**src/rtl/op_scheduler_pkg.sv**
```systemverilog
// Shared types and constants for the frame-aligned operation scheduler.
package op_scheduler_pkg;

    localparam int unsigned CMD_W   = 8;
    localparam int unsigned COORD_W = 12;
    localparam int unsigned PARAM_W = 8;
    localparam int unsigned LEN_W   = 8;

    localparam logic [CMD_W-1:0] OP_CMD_FLUSH = 8'h00;

    typedef struct packed {
        logic [COORD_W-1:0] left;
        logic [COORD_W-1:0] right;
        logic [COORD_W-1:0] top;
        logic [COORD_W-1:0] bottom;
    } op_rect_t;

    // Command plus rectangle: the part of an entry that identifies it for coalescing
    typedef struct packed {
        logic [CMD_W-1:0] cmd;
        op_rect_t         rect;
    } op_key_t;

    typedef struct packed {
        op_key_t            key;
        logic [PARAM_W-1:0] param;
        logic [LEN_W-1:0]   length;
    } op_entry_t;

    localparam int unsigned ENTRY_W = $bits(op_entry_t);

    typedef enum logic {
        ST_IDLE   = 1'b0,
        ST_ACTIVE = 1'b1
    } state_e;

    function automatic logic rect_valid(input op_rect_t r);
        return (r.left <= r.right) && (r.top <= r.bottom);
    endfunction

    // A zero length still runs one frame
    function automatic logic [LEN_W-1:0] frames_of(input logic [LEN_W-1:0] len);
        return (len == '0) ? LEN_W'(1) : len;
    endfunction

endpackage

```
**src/rtl/op_scheduler_if.sv**
```systemverilog
// CSR enqueue, frame timing and active-op/status bus of the operation scheduler.
interface op_scheduler_if;
    import op_scheduler_pkg::*;

    logic               csr_en;
    logic               csr_op_en;
    logic [CMD_W-1:0]   csr_op_cmd;
    logic [COORD_W-1:0] csr_op_left;
    logic [COORD_W-1:0] csr_op_right;
    logic [COORD_W-1:0] csr_op_top;
    logic [COORD_W-1:0] csr_op_bottom;
    logic [PARAM_W-1:0] csr_op_param;
    logic [LEN_W-1:0]   csr_op_length;
    logic               frame_start;

    logic [CMD_W-1:0]   act_cmd;
    logic [COORD_W-1:0] act_left;
    logic [COORD_W-1:0] act_right;
    logic [COORD_W-1:0] act_top;
    logic [COORD_W-1:0] act_bottom;
    logic [PARAM_W-1:0] act_param;
    logic               act_frame;
    logic [LEN_W-1:0]   act_frame_idx;
    logic               act_retire;
    logic               op_busy;
    logic               op_queue;
    logic               op_full;
    logic               op_overflow;

    modport master (
        output csr_en, csr_op_en, csr_op_cmd, csr_op_left, csr_op_right, csr_op_top,
               csr_op_bottom, csr_op_param, csr_op_length, frame_start,
        input  act_cmd, act_left, act_right, act_top, act_bottom, act_param, act_frame,
               act_frame_idx, act_retire, op_busy, op_queue, op_full, op_overflow
    );

    modport slave (
        input  csr_en, csr_op_en, csr_op_cmd, csr_op_left, csr_op_right, csr_op_top,
               csr_op_bottom, csr_op_param, csr_op_length, frame_start,
        output act_cmd, act_left, act_right, act_top, act_bottom, act_param, act_frame,
               act_frame_idx, act_retire, op_busy, op_queue, op_full, op_overflow
    );

endinterface

```
**src/rtl/op_fifo.sv**
```systemverilog
// Pending-operation FIFO with a tail key read and tail param/length overwrite port.
module op_fifo
    import op_scheduler_pkg::*;
#(
    parameter int unsigned DEPTH = 4
) (
    input  logic                    clk,
    input  logic                    rst_n,
    input  logic                    clear,
    input  logic                    push,
    input  op_entry_t               push_data,
    input  logic                    pop,
    output op_entry_t               head_c,
    input  logic                    tail_wr,
    input  logic [PARAM_W-1:0]      tail_param,
    input  logic [LEN_W-1:0]        tail_length,
    output op_key_t                 tail_key_c,
    output logic [$clog2(DEPTH):0]  count_c,
    output logic                    full,
    output logic                    not_empty
);

    localparam int unsigned AW = $clog2(DEPTH);
    localparam int unsigned PW = AW + 1;

    op_entry_t         mem [DEPTH];
    logic [PW-1:0]     wr_q, rd_q, wr_d, rd_d;
    logic [AW-1:0]     tail_idx;

    assign tail_idx   = AW'(wr_q - PW'(1));
    assign head_c     = mem[rd_q[AW-1:0]];
    assign tail_key_c = mem[tail_idx].key;
    assign count_c    = wr_q - rd_q;

    // Next pointers; a clear resets both so full/empty track in one cycle
    always_comb begin
        wr_d = wr_q;
        rd_d = rd_q;
        if (clear) begin
            wr_d = '0;
            rd_d = '0;
        end else begin
            if (push) wr_d = wr_q + PW'(1);
            if (pop)  rd_d = rd_q + PW'(1);
        end
    end

    always_ff @(posedge clk) begin
        if (!rst_n) begin
            wr_q      <= '0;
            rd_q      <= '0;
            full      <= 1'b0;
            not_empty <= 1'b0;
        end else begin
            wr_q      <= wr_d;
            rd_q      <= rd_d;
            full      <= (wr_d[AW] != rd_d[AW]) && (wr_d[AW-1:0] == rd_d[AW-1:0]);
            not_empty <= (wr_d != rd_d);
        end
    end

    always_ff @(posedge clk) begin
        if (!clear) begin
            if (push) mem[wr_q[AW-1:0]] <= push_data;
            if (tail_wr) begin
                mem[tail_idx].param  <= tail_param;
                mem[tail_idx].length <= tail_length;
            end
        end
    end

endmodule

```
**src/rtl/op_scheduler.sv**
```systemverilog
// Frame-aligned operation scheduler: queues CSR ops and runs them one at a time.
// Build option: define OP_SCHED_COALESCE_EN to merge repeat enqueues into the tail entry.
module op_scheduler
    import op_scheduler_pkg::*;
#(
    parameter int unsigned DEPTH = 4
) (
    input  logic          clk,
    input  logic          rst_n,
    op_scheduler_if.slave bus
);

    localparam int unsigned CW = $clog2(DEPTH) + 1;
`ifdef OP_SCHED_COALESCE_EN
    localparam bit COALESCE = 1'b1;
`else
    localparam bit COALESCE = 1'b0;
`endif

    state_e             state_q, state_d;
    logic               flush, frame, dispatch, retire, step;
    logic               fifo_clear, fifo_push, fifo_pop, fifo_tail_wr;
    logic               fifo_full, fifo_not_empty;
    logic [CW-1:0]      fifo_count_c;
    op_entry_t          enq_entry, head_c;
    op_key_t            tail_key_c;
    logic               coalesce_hit;

    op_key_t            act_key_q, act_key_d;
    logic [PARAM_W-1:0] act_param_q, act_param_d;
    logic [LEN_W-1:0]   remaining_q, remaining_d;
    logic [LEN_W-1:0]   idx_q, idx_d;
    logic               act_frame_q, act_frame_d;
    logic               act_retire_q, act_retire_d;
    logic               op_busy_q, op_busy_d;
    logic               overflow_q, overflow_d;

    assign enq_entry = {bus.csr_op_cmd, bus.csr_op_left, bus.csr_op_right, bus.csr_op_top,
                        bus.csr_op_bottom, bus.csr_op_param, bus.csr_op_length};
    assign flush     = bus.csr_op_en && (bus.csr_op_cmd == OP_CMD_FLUSH);
    assign frame     = bus.frame_start && bus.csr_en;

    // The tail cannot absorb an update in the same cycle it is popped for dispatch
    assign coalesce_hit = COALESCE && fifo_not_empty && (tail_key_c == enq_entry.key)
                          && !(fifo_pop && (fifo_count_c == CW'(1)));

    always_ff @(posedge clk) begin
        if (!rst_n) state_q <= ST_IDLE;
        else        state_q <= state_d;
    end

    // Next state and dispatch/retire decisions
    always_comb begin
        state_d  = state_q;
        dispatch = 1'b0;
        retire   = 1'b0;
        step     = 1'b0;
        if (!bus.csr_en) begin
            retire  = (state_q == ST_ACTIVE);
            state_d = ST_IDLE;
        end else if (frame) begin
            case (state_q)
                ST_IDLE: begin
                    if (fifo_not_empty && !flush) begin
                        dispatch = 1'b1;
                        state_d  = ST_ACTIVE;
                    end
                end
                ST_ACTIVE: begin
                    if (remaining_q == LEN_W'(1)) begin
                        retire = 1'b1;
                        if (fifo_not_empty && !flush) dispatch = 1'b1;
                        else                          state_d  = ST_IDLE;
                    end else begin
                        step = 1'b1;
                    end
                end
                default: state_d = ST_IDLE;
            endcase
        end
    end

    // Next values of the registered active-op and status outputs
    always_comb begin
        act_key_d    = act_key_q;
        act_param_d  = act_param_q;
        remaining_d  = remaining_q;
        idx_d        = idx_q;
        act_frame_d  = 1'b0;
        act_retire_d = retire;
        op_busy_d    = (state_d == ST_ACTIVE);
        if (dispatch) begin
            act_key_d   = head_c.key;
            act_param_d = head_c.param;
            remaining_d = frames_of(head_c.length);
            idx_d       = '0;
            act_frame_d = 1'b1;
        end else if (step) begin
            remaining_d = remaining_q - LEN_W'(1);
            idx_d       = idx_q + LEN_W'(1);
            act_frame_d = 1'b1;
        end
    end

    // Enqueue acceptance, flush and overflow tracking
    always_comb begin
        fifo_clear   = flush || !bus.csr_en;
        fifo_pop     = dispatch;
        fifo_push    = 1'b0;
        fifo_tail_wr = 1'b0;
        overflow_d   = overflow_q;
        if (flush) begin
            overflow_d = 1'b0;
        end else if (bus.csr_en && bus.csr_op_en) begin
            if (!rect_valid(enq_entry.key.rect))  overflow_d   = 1'b1;
            else if (coalesce_hit)                fifo_tail_wr = 1'b1;
            else if (!fifo_full || fifo_pop)      fifo_push    = 1'b1;
            else                                  overflow_d   = 1'b1;
        end
    end

    always_ff @(posedge clk) begin
        if (!rst_n) begin
            act_key_q    <= '0;
            act_param_q  <= '0;
            remaining_q  <= '0;
            idx_q        <= '0;
            act_frame_q  <= 1'b0;
            act_retire_q <= 1'b0;
            op_busy_q    <= 1'b0;
            overflow_q   <= 1'b0;
        end else begin
            act_key_q    <= act_key_d;
            act_param_q  <= act_param_d;
            remaining_q  <= remaining_d;
            idx_q        <= idx_d;
            act_frame_q  <= act_frame_d;
            act_retire_q <= act_retire_d;
            op_busy_q    <= op_busy_d;
            overflow_q   <= overflow_d;
        end
    end

    op_fifo #(.DEPTH(DEPTH)) u_fifo (
        .clk         (clk),
        .rst_n       (rst_n),
        .clear       (fifo_clear),
        .push        (fifo_push),
        .push_data   (enq_entry),
        .pop         (fifo_pop),
        .head_c      (head_c),
        .tail_wr     (fifo_tail_wr),
        .tail_param  (bus.csr_op_param),
        .tail_length (bus.csr_op_length),
        .tail_key_c  (tail_key_c),
        .count_c     (fifo_count_c),
        .full        (fifo_full),
        .not_empty   (fifo_not_empty)
    );

    assign bus.act_cmd       = act_key_q.cmd;
    assign bus.act_left      = act_key_q.rect.left;
    assign bus.act_right     = act_key_q.rect.right;
    assign bus.act_top       = act_key_q.rect.top;
    assign bus.act_bottom    = act_key_q.rect.bottom;
    assign bus.act_param     = act_param_q;
    assign bus.act_frame     = act_frame_q;
    assign bus.act_frame_idx = idx_q;
    assign bus.act_retire    = act_retire_q;
    assign bus.op_busy       = op_busy_q;
    assign bus.op_queue      = fifo_not_empty;
    assign bus.op_full       = fifo_full;
    assign bus.op_overflow   = overflow_q;

endmodule
```
**src/flat_wrapper.sv**
```systemverilog
// flat-port wrapper written by rule: the top's interface ports become plain ports
module op_scheduler_flat import op_scheduler_pkg::*;
#(
    parameter int unsigned DEPTH = 4
)
  (clk, rst_n, bus_csr_en, bus_csr_op_en, bus_csr_op_cmd, bus_csr_op_left, bus_csr_op_right, bus_csr_op_top, bus_csr_op_bottom, bus_csr_op_param, bus_csr_op_length, bus_frame_start, bus_act_cmd, bus_act_left, bus_act_right, bus_act_top, bus_act_bottom, bus_act_param, bus_act_frame, bus_act_frame_idx, bus_act_retire, bus_op_busy, bus_op_queue, bus_op_full, bus_op_overflow);
  op_scheduler_if bus_i ();
  input  logic clk;
  input  logic rst_n;
  input wire logic [$bits(bus_i.csr_en)-1:0] bus_csr_en;
  input wire logic [$bits(bus_i.csr_op_en)-1:0] bus_csr_op_en;
  input wire logic [$bits(bus_i.csr_op_cmd)-1:0] bus_csr_op_cmd;
  input wire logic [$bits(bus_i.csr_op_left)-1:0] bus_csr_op_left;
  input wire logic [$bits(bus_i.csr_op_right)-1:0] bus_csr_op_right;
  input wire logic [$bits(bus_i.csr_op_top)-1:0] bus_csr_op_top;
  input wire logic [$bits(bus_i.csr_op_bottom)-1:0] bus_csr_op_bottom;
  input wire logic [$bits(bus_i.csr_op_param)-1:0] bus_csr_op_param;
  input wire logic [$bits(bus_i.csr_op_length)-1:0] bus_csr_op_length;
  input wire logic [$bits(bus_i.frame_start)-1:0] bus_frame_start;
  output wire logic [$bits(bus_i.act_cmd)-1:0] bus_act_cmd;
  output wire logic [$bits(bus_i.act_left)-1:0] bus_act_left;
  output wire logic [$bits(bus_i.act_right)-1:0] bus_act_right;
  output wire logic [$bits(bus_i.act_top)-1:0] bus_act_top;
  output wire logic [$bits(bus_i.act_bottom)-1:0] bus_act_bottom;
  output wire logic [$bits(bus_i.act_param)-1:0] bus_act_param;
  output wire logic [$bits(bus_i.act_frame)-1:0] bus_act_frame;
  output wire logic [$bits(bus_i.act_frame_idx)-1:0] bus_act_frame_idx;
  output wire logic [$bits(bus_i.act_retire)-1:0] bus_act_retire;
  output wire logic [$bits(bus_i.op_busy)-1:0] bus_op_busy;
  output wire logic [$bits(bus_i.op_queue)-1:0] bus_op_queue;
  output wire logic [$bits(bus_i.op_full)-1:0] bus_op_full;
  output wire logic [$bits(bus_i.op_overflow)-1:0] bus_op_overflow;
  assign bus_i.csr_en = bus_csr_en;
  assign bus_i.csr_op_en = bus_csr_op_en;
  assign bus_i.csr_op_cmd = bus_csr_op_cmd;
  assign bus_i.csr_op_left = bus_csr_op_left;
  assign bus_i.csr_op_right = bus_csr_op_right;
  assign bus_i.csr_op_top = bus_csr_op_top;
  assign bus_i.csr_op_bottom = bus_csr_op_bottom;
  assign bus_i.csr_op_param = bus_csr_op_param;
  assign bus_i.csr_op_length = bus_csr_op_length;
  assign bus_i.frame_start = bus_frame_start;
  assign bus_act_cmd = bus_i.act_cmd;
  assign bus_act_left = bus_i.act_left;
  assign bus_act_right = bus_i.act_right;
  assign bus_act_top = bus_i.act_top;
  assign bus_act_bottom = bus_i.act_bottom;
  assign bus_act_param = bus_i.act_param;
  assign bus_act_frame = bus_i.act_frame;
  assign bus_act_frame_idx = bus_i.act_frame_idx;
  assign bus_act_retire = bus_i.act_retire;
  assign bus_op_busy = bus_i.op_busy;
  assign bus_op_queue = bus_i.op_queue;
  assign bus_op_full = bus_i.op_full;
  assign bus_op_overflow = bus_i.op_overflow;
  op_scheduler #(.DEPTH(DEPTH)) u_core (.clk(clk), .rst_n(rst_n), .bus(bus_i));
endmodule
```
**config.mk**
```make
export PLATFORM = sky130hd
export DESIGN_NAME = op_scheduler_flat
export DESIGN_NICKNAME = d
export VERILOG_FILES = /design/src/rtl/op_scheduler_pkg.sv /design/src/rtl/op_scheduler_if.sv /design/src/rtl/op_fifo.sv /design/src/rtl/op_scheduler.sv /design/src/flat_wrapper.sv
export SDC_FILE = /design/constraint.sdc
export NUM_CORES = 1
export LEC_CHECK = 0
export ABC_AREA = 0
export BUFFER_PORTS_ARGS = -buffer_cell sky130_fd_sc_hd__buf_2
export CAP_MARGIN = 20
export CELL_PAD_IN_SITES_DETAIL_PLACEMENT = 1
export CELL_PAD_IN_SITES_GLOBAL_PLACEMENT = 1
export CORE_MARGIN = 2
export CORE_UTILIZATION = 49
export DETAILED_ROUTE_END_ITERATION = 12
export PLACE_DENSITY = 0.84
export SLEW_MARGIN = 25
export SYNTH_ARGS = -nofsm -noshare
export SYNTH_HDL_FRONTEND = slang
export SYNTH_SLANG_ARGS = --single-unit
```
**constraint.sdc**
```tcl
create_clock -name clk -period 6 [get_ports clk]
set_input_delay 0.3 -clock clk [delete_from_list [all_inputs] [get_ports clk]]
set_output_delay 0.3 -clock clk [all_outputs]
set_load 0.1 [all_outputs]
```
==> impl_metrics.prom, run 1 <==
# TYPE chip_impl_metric gauge
chip_impl_info{name="outcome",value="finished, final reports clean"} 1
chip_impl_info{name="gr-max-usage-layer",value="met2"} 1
chip_impl_metric{name="leakagePower",unit="nW"} 6.05
chip_impl_metric{name="post_route_cells_drive_above_1_share",unit=""} 0.274
chip_impl_info{name="min_from",value="bus_csr_op_bottom[9]"} 1
chip_impl_metric{name="clock_skew",unit="ns"} 0.0136
chip_impl_metric{name="total_switching_power",unit="W"} 0.00114
chip_impl_metric{name="critical-path-max-stage-delay",unit="ns"} 0.73
chip_impl_metric{name="cts_buffer_depth",unit=""} 3
chip_impl_metric{name="maxSlewViolCount",unit=""} 0
chip_impl_metric{name="cts_resized",unit=""} 0
chip_impl_info{name="worst_setup_path_end_kind",value="flip-flop"} 1
chip_impl_info{name="critical-path-slowest-cell",value="a2111oi_4"} 1
chip_impl_metric{name="number_of_global_route_vias_before_repair",unit=""} 9484
chip_impl_metric{name="seqCellArea",unit="sq um"} 10500
chip_impl_info{name="worstReg2RegEnd",value="u_core.u_fifo.mem[1][33]$_DFFE_PP_"} 1
chip_impl_metric{name="routed_via_density",unit=""} 5.70
chip_impl_metric{name="io_pins",unit=""} 155
chip_impl_metric{name="worst_hold_path.num_cells",unit=""} 1
chip_impl_metric{name="sw_frac_of_total",unit=""} 0.207
chip_impl_metric{name="yosysSeqAreaShare",unit=""} 0.705
chip_impl_metric{name="cp_data_arrival_time",unit="ns"} 4.02
chip_impl_metric{name="gpl.final_weighted_congestion",unit=""} 0.812
chip_impl_metric{name="finalNetCount",unit=""} 1194
chip_impl_metric{name="core_area",unit="sq um"} 29800
chip_impl_metric{name="proportion_of_netlist_area_held_by_the_largest_area_contributor",unit=""} 0.582
chip_impl_metric{name="crit_fanout",unit=""} 41
chip_impl_metric{name="multi_input_gate_area",unit="sq um"} 4110
chip_impl_metric{name="dr.first_iter.drc_count",unit=""} 637
chip_impl_metric{name="dp.cells",unit=""} 1429
chip_impl_metric{name="synthesis_to_finish_area_growth",unit="%"} 17.6
chip_impl_metric{name="chipWidth",unit="um"} 178
chip_impl_metric{name="final_hold_viol_count",unit=""} 0
chip_impl_info{name="r2r-start",value="u_core.remaining_q[0]$_SDFFE_PN0P_"} 1
chip_impl_metric{name="ff2ff_setup_slack",unit="ns"} 2.19
chip_impl_metric{name="met2_usage",unit=""} 0.418
chip_impl_metric{name="wl_per_cell",unit="um"} 24.3
chip_impl_metric{name="fmaxAchievable",unit="MHz"} 262
chip_impl_metric{name="max_cap_viol_count",unit=""} 0
chip_impl_metric{name="grt_max_degree",unit=""} 47
chip_impl_metric{name="post_layout_nonfiller_instances",unit=""} 1508
chip_impl_metric{name="grt.total_usage",unit=""} 0.236
chip_impl_metric{name="global_route.usage.met1",unit=""} 0.295
chip_impl_metric{name="fillCellCount",unit=""} 2766
chip_impl_info{name="timing_worst_setup_path_type",value="reg -> reg"} 1
chip_impl_metric{name="clock_sink_count",unit=""} 380
chip_impl_metric{name="power.share.clock",unit=""} 0.439
chip_impl_metric{name="gate_count_after_technology_mapping",unit=""} 916
chip_impl_metric{name="post_synth_design_cell_area",unit="sq um"} 14900
chip_impl_metric{name="clock_latency",unit="ns"} 0.52
chip_impl_info{name="hold-path-endpoint",value="u_core.u_fifo.mem[0][25]$_DFFE_PP_"} 1
chip_impl_metric{name="sequential_group_share_of_total_power",unit=""} 0.521
chip_impl_metric{name="initial_core_util",unit=""} 0.499
chip_impl_metric{name="finalWorstPathRequiredPeriod",unit="ns"} 3.81
chip_impl_info{name="synth_ff_type",value="edfxtp_1"} 1
chip_impl_metric{name="synth_cell_types",unit=""} 46
chip_impl_info{name="synthDominantAreaCellType",value="edfxtp_1"} 1
chip_impl_metric{name="internal_power",unit="W"} 0.00436
chip_impl_metric{name="port_buffers",unit=""} 154
chip_impl_metric{name="post-route-drc-count",unit=""} 0
chip_impl_metric{name="cts.clk_slew.worst_paths",unit="ns"} 0.06
chip_impl_metric{name="hpwl_after_dpl",unit="um"} 22700
chip_impl_metric{name="route.final.wire_length",unit="um"} 36600
chip_impl_metric{name="use_met3",unit=""} 0.0441
chip_impl_metric{name="antenna_found_initial",unit=""} 3
chip_impl_metric{name="cts-buffers-inserted",unit=""} 39
chip_impl_metric{name="synth.ff_latch_count",unit=""} 380
chip_impl_info{name="startpoint_class_of_the_critical_path",value="flip-flop"} 1
chip_impl_info{name="cell_by_cell_trace_of_the_critical_path",value="ha_1, nand2b_1, o41ai_4, nand4_4, a2111oi_4, and2_4, buf_16"} 1
chip_impl_metric{name="edff_count_synth",unit=""} 288
chip_impl_info{name="synth.top_cells.by_area",value="edfxtp_1 58%, dfxtp_1 12%, mux4_2 11%, nand2_1 3.7%, a21boi_0 3.3%"} 1
chip_impl_metric{name="ir_worst_vdd",unit="uV"} 188
chip_impl_metric{name="postSynthAreaPerCell",unit="sq um"} 16.2
chip_impl_metric{name="grt_pass1_wl",unit="um"} 56000
chip_impl_metric{name="number_of_nets_in_the_synthesized_netlist",unit=""} 1025
chip_impl_info{name="grt_setup_unrepaired",value="no"} 1
chip_impl_info{name="mostFrequentLayoutCells",value="288 x edfxtp_1, 154 x buf_2, 146 x nand2_1"} 1
chip_impl_info{name="min-delay-path-class",value="in -> reg"} 1
chip_impl_metric{name="grt-ovfl-total",unit=""} 0
chip_impl_metric{name="postCtsHoldBufs",unit=""} 4
chip_impl_metric{name="postSynth.asyncResetShare",unit=""} 0
chip_impl_metric{name="route.vias.total",unit=""} 8595
chip_impl_metric{name="yosys_warnings",unit=""} 0
chip_impl_metric{name="drt_pre_antenna_iters",unit=""} 6
chip_impl_metric{name="worst-endpoint-required",unit="ns"} 6.20
chip_impl_metric{name="worst_pin_slew",unit="ns"} 0.825
chip_impl_info{name="mostFrequentLayoutCell",value="edfxtp_1"} 1
chip_impl_metric{name="htreeDepth",unit=""} 2
chip_impl_metric{name="power_density",unit="nW/um^2"} 314
chip_impl_metric{name="antenna_violating_nets_post_route",unit=""} 0
chip_impl_info{name="clock_tree_from_tritoncts",value="done"} 1
chip_impl_info{name="clock_tree.root_cell",value="clkbuf_16"} 1
chip_impl_metric{name="die_area",unit="sq um"} 31800
chip_impl_metric{name="post_route_fraction_of_the_period_consumed_by_the_critical_path",unit=""} 0.636
chip_impl_metric{name="post_cts.repair.setup_buffers",unit=""} 0
chip_impl_metric{name="max-slew-margin-rel",unit=""} 0.448
chip_impl_metric{name="fp.dieH",unit="um"} 178
chip_impl_metric{name="setup_viol",unit=""} 0
chip_impl_metric{name="fp-row-count",unit=""} 63
chip_impl_metric{name="worst-r2r-cell-count",unit=""} 7
chip_impl_metric{name="final.setup.tns",unit="ns"} 0
chip_impl_metric{name="combPwrFrac",unit=""} 0.041
[stage by stage]
stage | instance area, sq um | hold slack (ns) | total power, W | worst slack [ns] | utilization
4_1_cts | 17500 | 0.000561 | 0.00553 | 2.05 | 0.587
5_1_grt | 17500 | -0.00190 | 0.00565 | 1.93 | 0.587
3_3_place_gp | 16000 | 0.450 | 0.00312 | 2.10 | 0.538
3_5_place_dp | 16200 | 0.455 | 0.00314 | 2.11 | 0.543
6_report | 17500 | 0.0136 | 0.00550 | 2.19 | 0.587
2_1_floorplan | 14900 | 0.392 | 0.00304 | 1.15 | -
[cell usage after synthesis, types with 2 or more instances]
library cell    n
clkbuf_1       30
a211oi_1        3
inv_1          29
o21a_1          2
a31oi_1         2
a2111oi_4       2
xor2_1          9
xnor2_1         5
ha_1           32
nand2b_1        3
nor2b_1         9
nor4_1          3
nor2_1         26
and4_1          3
nand3b_1        3
nand3_1         7
buf_1           2
nand4_1        10
mux2i_1         3
a21oi_1        16
a21boi_0       65
o211ai_1        2
buf_2          11
a211o_1         3
o21ai_0         7
mux4_2         72
edfxtp_1      288
nand2_1       146
a222oi_1        3
nor3_1          8
dfxtp_1        92
and2_1          6
[layer usage]
| metal | wire length, um | part of all wire |
|---|---|---|
| met3 | 2090 | 0.057 |
| met4 | 905 | 0.025 |
| met1 | 14500 | 0.40 |
| met2 | 19100 | 0.52 |
| met5 | 13 | 0.00036 |
[final cells by class]
class,count,share of cell area
diodes,3,0.000429
clock buffers,57,0.0644
clock inverters,14,0.00837
inverters,29,0.00622
multi-input cells,464,0.235
flip-flops and latches,380,0.600
well taps,390,0.0279
repair buffers,171,0.0579
[worst max-delay path by stage]
stage | from | end | depth (start not counted)
floorplan | u_core.remaining_q[2]$_SDFFE_PN0P_ | u_core.u_fifo.full$_SDFF_PN0_ | 6
global placement | u_core.remaining_q[0]$_SDFFE_PN0P_ | u_core.u_fifo.mem[2][35]$_DFFE_PP_ | 6
detailed placement | u_core.remaining_q[0]$_SDFFE_PN0P_ | u_core.u_fifo.wr_q[2]$_SDFF_PN0_ | 8
CTS | u_core.remaining_q[0]$_SDFFE_PN0P_ | u_core.u_fifo.wr_q[2]$_SDFF_PN0_ | 8
global route | u_core.remaining_q[0]$_SDFFE_PN0P_ | u_core.u_fifo.mem[1][45]$_DFFE_PP_ | 7
finish | u_core.remaining_q[0]$_SDFFE_PN0P_ | u_core.u_fifo.mem[1][33]$_DFFE_PP_ | 7
[kinds of logic after synthesis]
family	synth area share
compound gates	0.0566
xor+xnor	0.0114
fa+ha+maj	0.0269
buf+inv	0.0191
flops	0.705
mux	0.111
simple gates	0.0694
[critical path: cells and delay by family, from the launching register on]
family / cells / cell delay [ns]
AO/OA/AOI/OAI: 2 / 1.26
adder cells (fa/ha/maj): 1 / 0.18
buffers and inverters: 1 / 0.32
flip-flops: 1 / 0.44
AND/OR/NAND/NOR: 3 / 1.26
[state kept, by name, summed over array words and instances (netlist names)]
signal                    count
u_core.u_fifo.full            1
u_core.bus.act_cmd            8
u_core.u_fifo.wr_q            3
u_core.bus.act_right         12
u_core.u_fifo.not_empty       1
u_core.u_fifo.rd_q            3
u_core.bus.act_top           12
u_core.bus.act_frame_idx      8
u_core.bus.act_param          8
u_core.bus.act_left          12
u_core.bus.op_overflow        1
u_core.u_fifo.mem           288
u_core.bus.act_retire         1
u_core.bus.op_busy            1
u_core.bus.act_bottom        12
u_core.bus.act_frame          1
u_core.remaining_q            8
[power groups by stage]
stage          Combinational [W]  Sequential (W)  Clock [W]
3_3_place_gp            0.000206         0.00292          0
3_5_place_dp            0.000220         0.00292          0
2_1_floorplan          0.0000977         0.00294          0
5_1_grt                 0.000244         0.00286    0.00254
4_1_cts                 0.000226         0.00286    0.00245
6_report                0.000225         0.00286    0.00241
(Power assumes the default switching activity.)
==> inputs of run 2 (changes only) <==
==> constraint.sdc (replaced) <==
create_clock -name clk -period 3.65 [get_ports clk]
set_input_delay 0.1825 -clock clk [delete_from_list [all_inputs] [get_ports clk]]
set_output_delay 0.1825 -clock clk [all_outputs]
set_load 0.1 [all_outputs]
==> run 2 against run 1 <==
Against the previous run: combinational power increased by 100%; highest routed layer is now met4; power up 63%; utilization increased by 2.3 points; critical path depth rose by 4; first-iteration DRC count rose by 15%; via count is 5.9% higher; non-clock buffer count increased by 76.
==> impl_metrics.prom, run 2 (synthesis gave the netlist of run 1 again) <==
# TYPE chip_impl_metric gauge
chip_impl_info{name="outcome",value="finished, final reports clean"} 1
chip_impl_metric{name="worst-endpoint-required",unit="ns"} 3.87
chip_impl_metric{name="crit_fanout",unit=""} 24
chip_impl_metric{name="fin_hold_ws",unit="ns"} 0.131
chip_impl_metric{name="combPwrFrac",unit=""} 0.051
chip_impl_metric{name="io_pins",unit=""} 155
chip_impl_metric{name="chipWidth",unit="um"} 178
chip_impl_info{name="clock_tree.root_cell",value="clkbuf_16"} 1
chip_impl_metric{name="setup_viol",unit=""} 0
chip_impl_info{name="timing_worst_setup_path_type",value="in -> reg"} 1
chip_impl_metric{name="grt_max_degree",unit=""} 75
chip_impl_metric{name="route.vias.total",unit=""} 9101
chip_impl_metric{name="final_hold_viol_count",unit=""} 0
chip_impl_metric{name="sw_frac_of_total",unit=""} 0.216
chip_impl_info{name="crit_family",value="compound AO/OA/AOI/OAI gates"} 1
chip_impl_metric{name="drt_pre_antenna_iters",unit=""} 5
chip_impl_metric{name="synthesis_to_finish_area_growth",unit="%"} 22.3
chip_impl_metric{name="leakagePower",unit="nW"} 6.36
chip_impl_metric{name="clock_latency",unit="ns"} 0.53
chip_impl_metric{name="port_buffers",unit=""} 154
chip_impl_metric{name="largest_reg_flops",unit=""} 288
chip_impl_info{name="critical-path-slowest-cell",value="dlygate4sd3_1"} 1
chip_impl_metric{name="gpl.final_weighted_congestion",unit=""} 0.776
chip_impl_metric{name="hpwl_after_dpl",unit="um"} 23900
chip_impl_metric{name="finalWorstPathRequiredPeriod",unit="ns"} 3.37
chip_impl_metric{name="fillCellCount",unit=""} 2766
chip_impl_metric{name="ff2ff_setup_slack",unit="ns"} 0.47
chip_impl_metric{name="wl_per_cell",unit="um"} 25.5
chip_impl_metric{name="routed_via_density",unit=""} 5.74
chip_impl_metric{name="antenna_violating_nets_post_route",unit=""} 0
chip_impl_metric{name="critical-path-max-stage-delay",unit="ns"} 0.52
chip_impl_info{name="worst_setup_path_end_kind",value="flip-flop"} 1
chip_impl_info{name="max_flop_register",value="u_core.u_fifo.mem"} 1
chip_impl_metric{name="power.share.clock",unit=""} 0.425
chip_impl_metric{name="seqCellArea",unit="sq um"} 10500
chip_impl_metric{name="multi_input_gate_area",unit="sq um"} 4110
chip_impl_metric{name="cp_data_arrival_time",unit="ns"} 3.59
chip_impl_metric{name="die_area",unit="sq um"} 31800
chip_impl_metric{name="clock_sink_count",unit=""} 380
chip_impl_info{name="mostFrequentLayoutCell",value="edfxtp_1"} 1
chip_impl_metric{name="dr.first_iter.drc_count",unit=""} 733
chip_impl_info{name="min-delay-path-class",value="in -> reg"} 1
chip_impl_metric{name="clock_skew",unit="ns"} 0.0169
chip_impl_metric{name="grt_pass1_wl",unit="um"} 61200
chip_impl_info{name="startpoint_class_of_the_critical_path",value="primary input"} 1
chip_impl_metric{name="post_route_cells_drive_above_1_share",unit=""} 0.261
chip_impl_metric{name="worst_pin_slew",unit="ns"} 0.930
chip_impl_metric{name="cts_buffer_depth",unit=""} 3
chip_impl_metric{name="grt-ovfl-total",unit=""} 0
chip_impl_metric{name="dp.cells",unit=""} 1435
chip_impl_metric{name="fp-row-count",unit=""} 63
chip_impl_info{name="mostFrequentLayoutCells",value="288 x edfxtp_1, 154 x buf_2, 146 x nand2_1"} 1
chip_impl_info{name="cell_by_cell_trace_of_the_critical_path",value="dlygate4sd3_1, buf_2, inv_1, ha_1, a21oi_1, o21ai_0, a221oi_1, a21oi_1, a2111oi_4, and2_4, buf_4"} 1
chip_impl_metric{name="cts.clk_slew.worst_paths",unit="ns"} 0.06
chip_impl_info{name="clock_tree_from_tritoncts",value="done"} 1
chip_impl_metric{name="post_layout_nonfiller_instances",unit=""} 1586
chip_impl_metric{name="ir_worst_vdd",unit="uV"} 397
chip_impl_metric{name="total_switching_power",unit="W"} 0.00194
chip_impl_info{name="crit_path_frequent_cell",value="a21oi_1"} 1
chip_impl_metric{name="finalNetCount",unit=""} 1270
chip_impl_metric{name="internal_power",unit="W"} 0.00705
chip_impl_info{name="grt_setup_unrepaired",value="no"} 1
chip_impl_metric{name="power_density",unit="nW/um^2"} 494
chip_impl_metric{name="fmaxAchievable",unit="MHz"} 297
chip_impl_metric{name="maxSlewViolCount",unit=""} 0
chip_impl_metric{name="core_area",unit="sq um"} 29800
chip_impl_metric{name="cts-buffers-inserted",unit=""} 39
chip_impl_metric{name="route.final.wire_length",unit="um"} 40500
chip_impl_metric{name="post_route_fraction_of_the_period_consumed_by_the_critical_path",unit=""} 0.923
chip_impl_metric{name="number_of_global_route_vias_before_repair",unit=""} 10000
chip_impl_metric{name="fp.dieH",unit="um"} 178
chip_impl_metric{name="initial_core_util",unit=""} 0.499
chip_impl_metric{name="post-route-drc-count",unit=""} 0
chip_impl_metric{name="htreeDepth",unit=""} 2
chip_impl_metric{name="fin_total_pwr",unit="W"} 0.00899
chip_impl_metric{name="sequential_group_share_of_total_power",unit=""} 0.523
chip_impl_metric{name="antenna_found_initial",unit=""} 4
chip_impl_metric{name="max_cap_viol_count",unit=""} 0
chip_impl_metric{name="cp_num_buf_inv",unit=""} 4
chip_impl_metric{name="cts_resized",unit=""} 0
chip_impl_metric{name="grt.total_usage",unit=""} 0.260
chip_impl_metric{name="max-slew-margin-rel",unit=""} 0.380
run 2: changes by cell type in the layout (fill, tap and decap cells not counted), moves of 2 or more:
| cell | previous run | this run |
|---|---|---|
| dlygate4sd3_1 | 4 | 75 |
| bufinv_16 | 3 | 1 |
| buf_16 | 4 | 0 |
| clkinv_1 | 3 | 6 |
| buf_12 | 2 | 8 |
| buf_4 | 7 | 10 |
| clkbuf_8 | 4 | 2 |
| clkinv_2 | 6 | 8 |
run 2: power by group through the flow:
stage	Combinational [W]	Sequential (W)	Clock, W
2_1_floorplan	0.000161	0.00484	0
3_3_place_gp	0.000350	0.00479	0
3_5_place_dp	0.000377	0.00480	0
4_1_cts	0.000452	0.00471	0.00387
5_1_grt	0.000488	0.00471	0.00403
6_report	0.000459	0.00471	0.00383
run 2: worst register-to-register path, stage by stage, from the launching register on:
cell and delay [ns]:
dfxtp_1 0.42, ha_1 0.18, nand2b_1 0.10, o41ai_4 0.53, nand4_4 0.25, a2111oi_4 0.56, and2_4 0.51, buf_4 0.31
run 2: layer usage:
metal / share of wire / GRT usage
met1: 0.39 / 0.326
met2: 0.53 / 0.457
met3: 0.054 / 0.0437
met4: 0.028 / 0.0935
met5: 0 / 0
run 2: final timing paths:
kind,startpoint,end,cells after the start
worst max register to register,u_core.remaining_q[0]$_SDFFE_PN0P_,u_core.u_fifo.mem[2][3]$_DFFE_PP_,7
worst max-delay path,bus_csr_op_right[5],u_core.u_fifo.mem[2][3]$_DFFE_PP_,11
worst min register to register,u_core.bus.act_param[3]$_SDFFE_PN0N_,u_core.bus.act_param[3]$_SDFFE_PN0N_,2
worst min-delay path,bus_csr_op_en,u_core.bus.op_overflow$_SDFFE_PP0P_,3
run 2: stage by stage:
step / area [sq um] / setup TNS (ns) / utilization / worst slack, ns
after global placement: 16200 / 0 / 0.544 / 0.629
after floorplan: 14900 / -54.66 / - / -0.928
final: 18200 / 0 / 0.610 / 0.280
after detailed placement: 16200 / 0 / 0.544 / 0.353
after CTS: 18200 / 0 / 0.610 / 0.302
after global routing: 18200 / 0 / 0.610 / 0.200
run 2: final cells by class:
| type | instances | share of cell area |
|---|---|---|
| inverters | 29 | 0.00599 |
| clock buffers | 54 | 0.0602 |
| clock inverters | 18 | 0.00688 |
| repair buffers | 247 | 0.0966 |
| diodes | 4 | 0.000550 |
| multi-input cells | 464 | 0.226 |
| flip-flops and latches | 380 | 0.577 |
| well taps | 390 | 0.0268 |
run 2: what timing repair did:
action / 4_1_cts / 5_1_grt
hold endpoints to repair: 290 / 0
setup endpoints to repair: 0 / 0
hold buffers: 75 / 0
setup buffers: 0 / 0
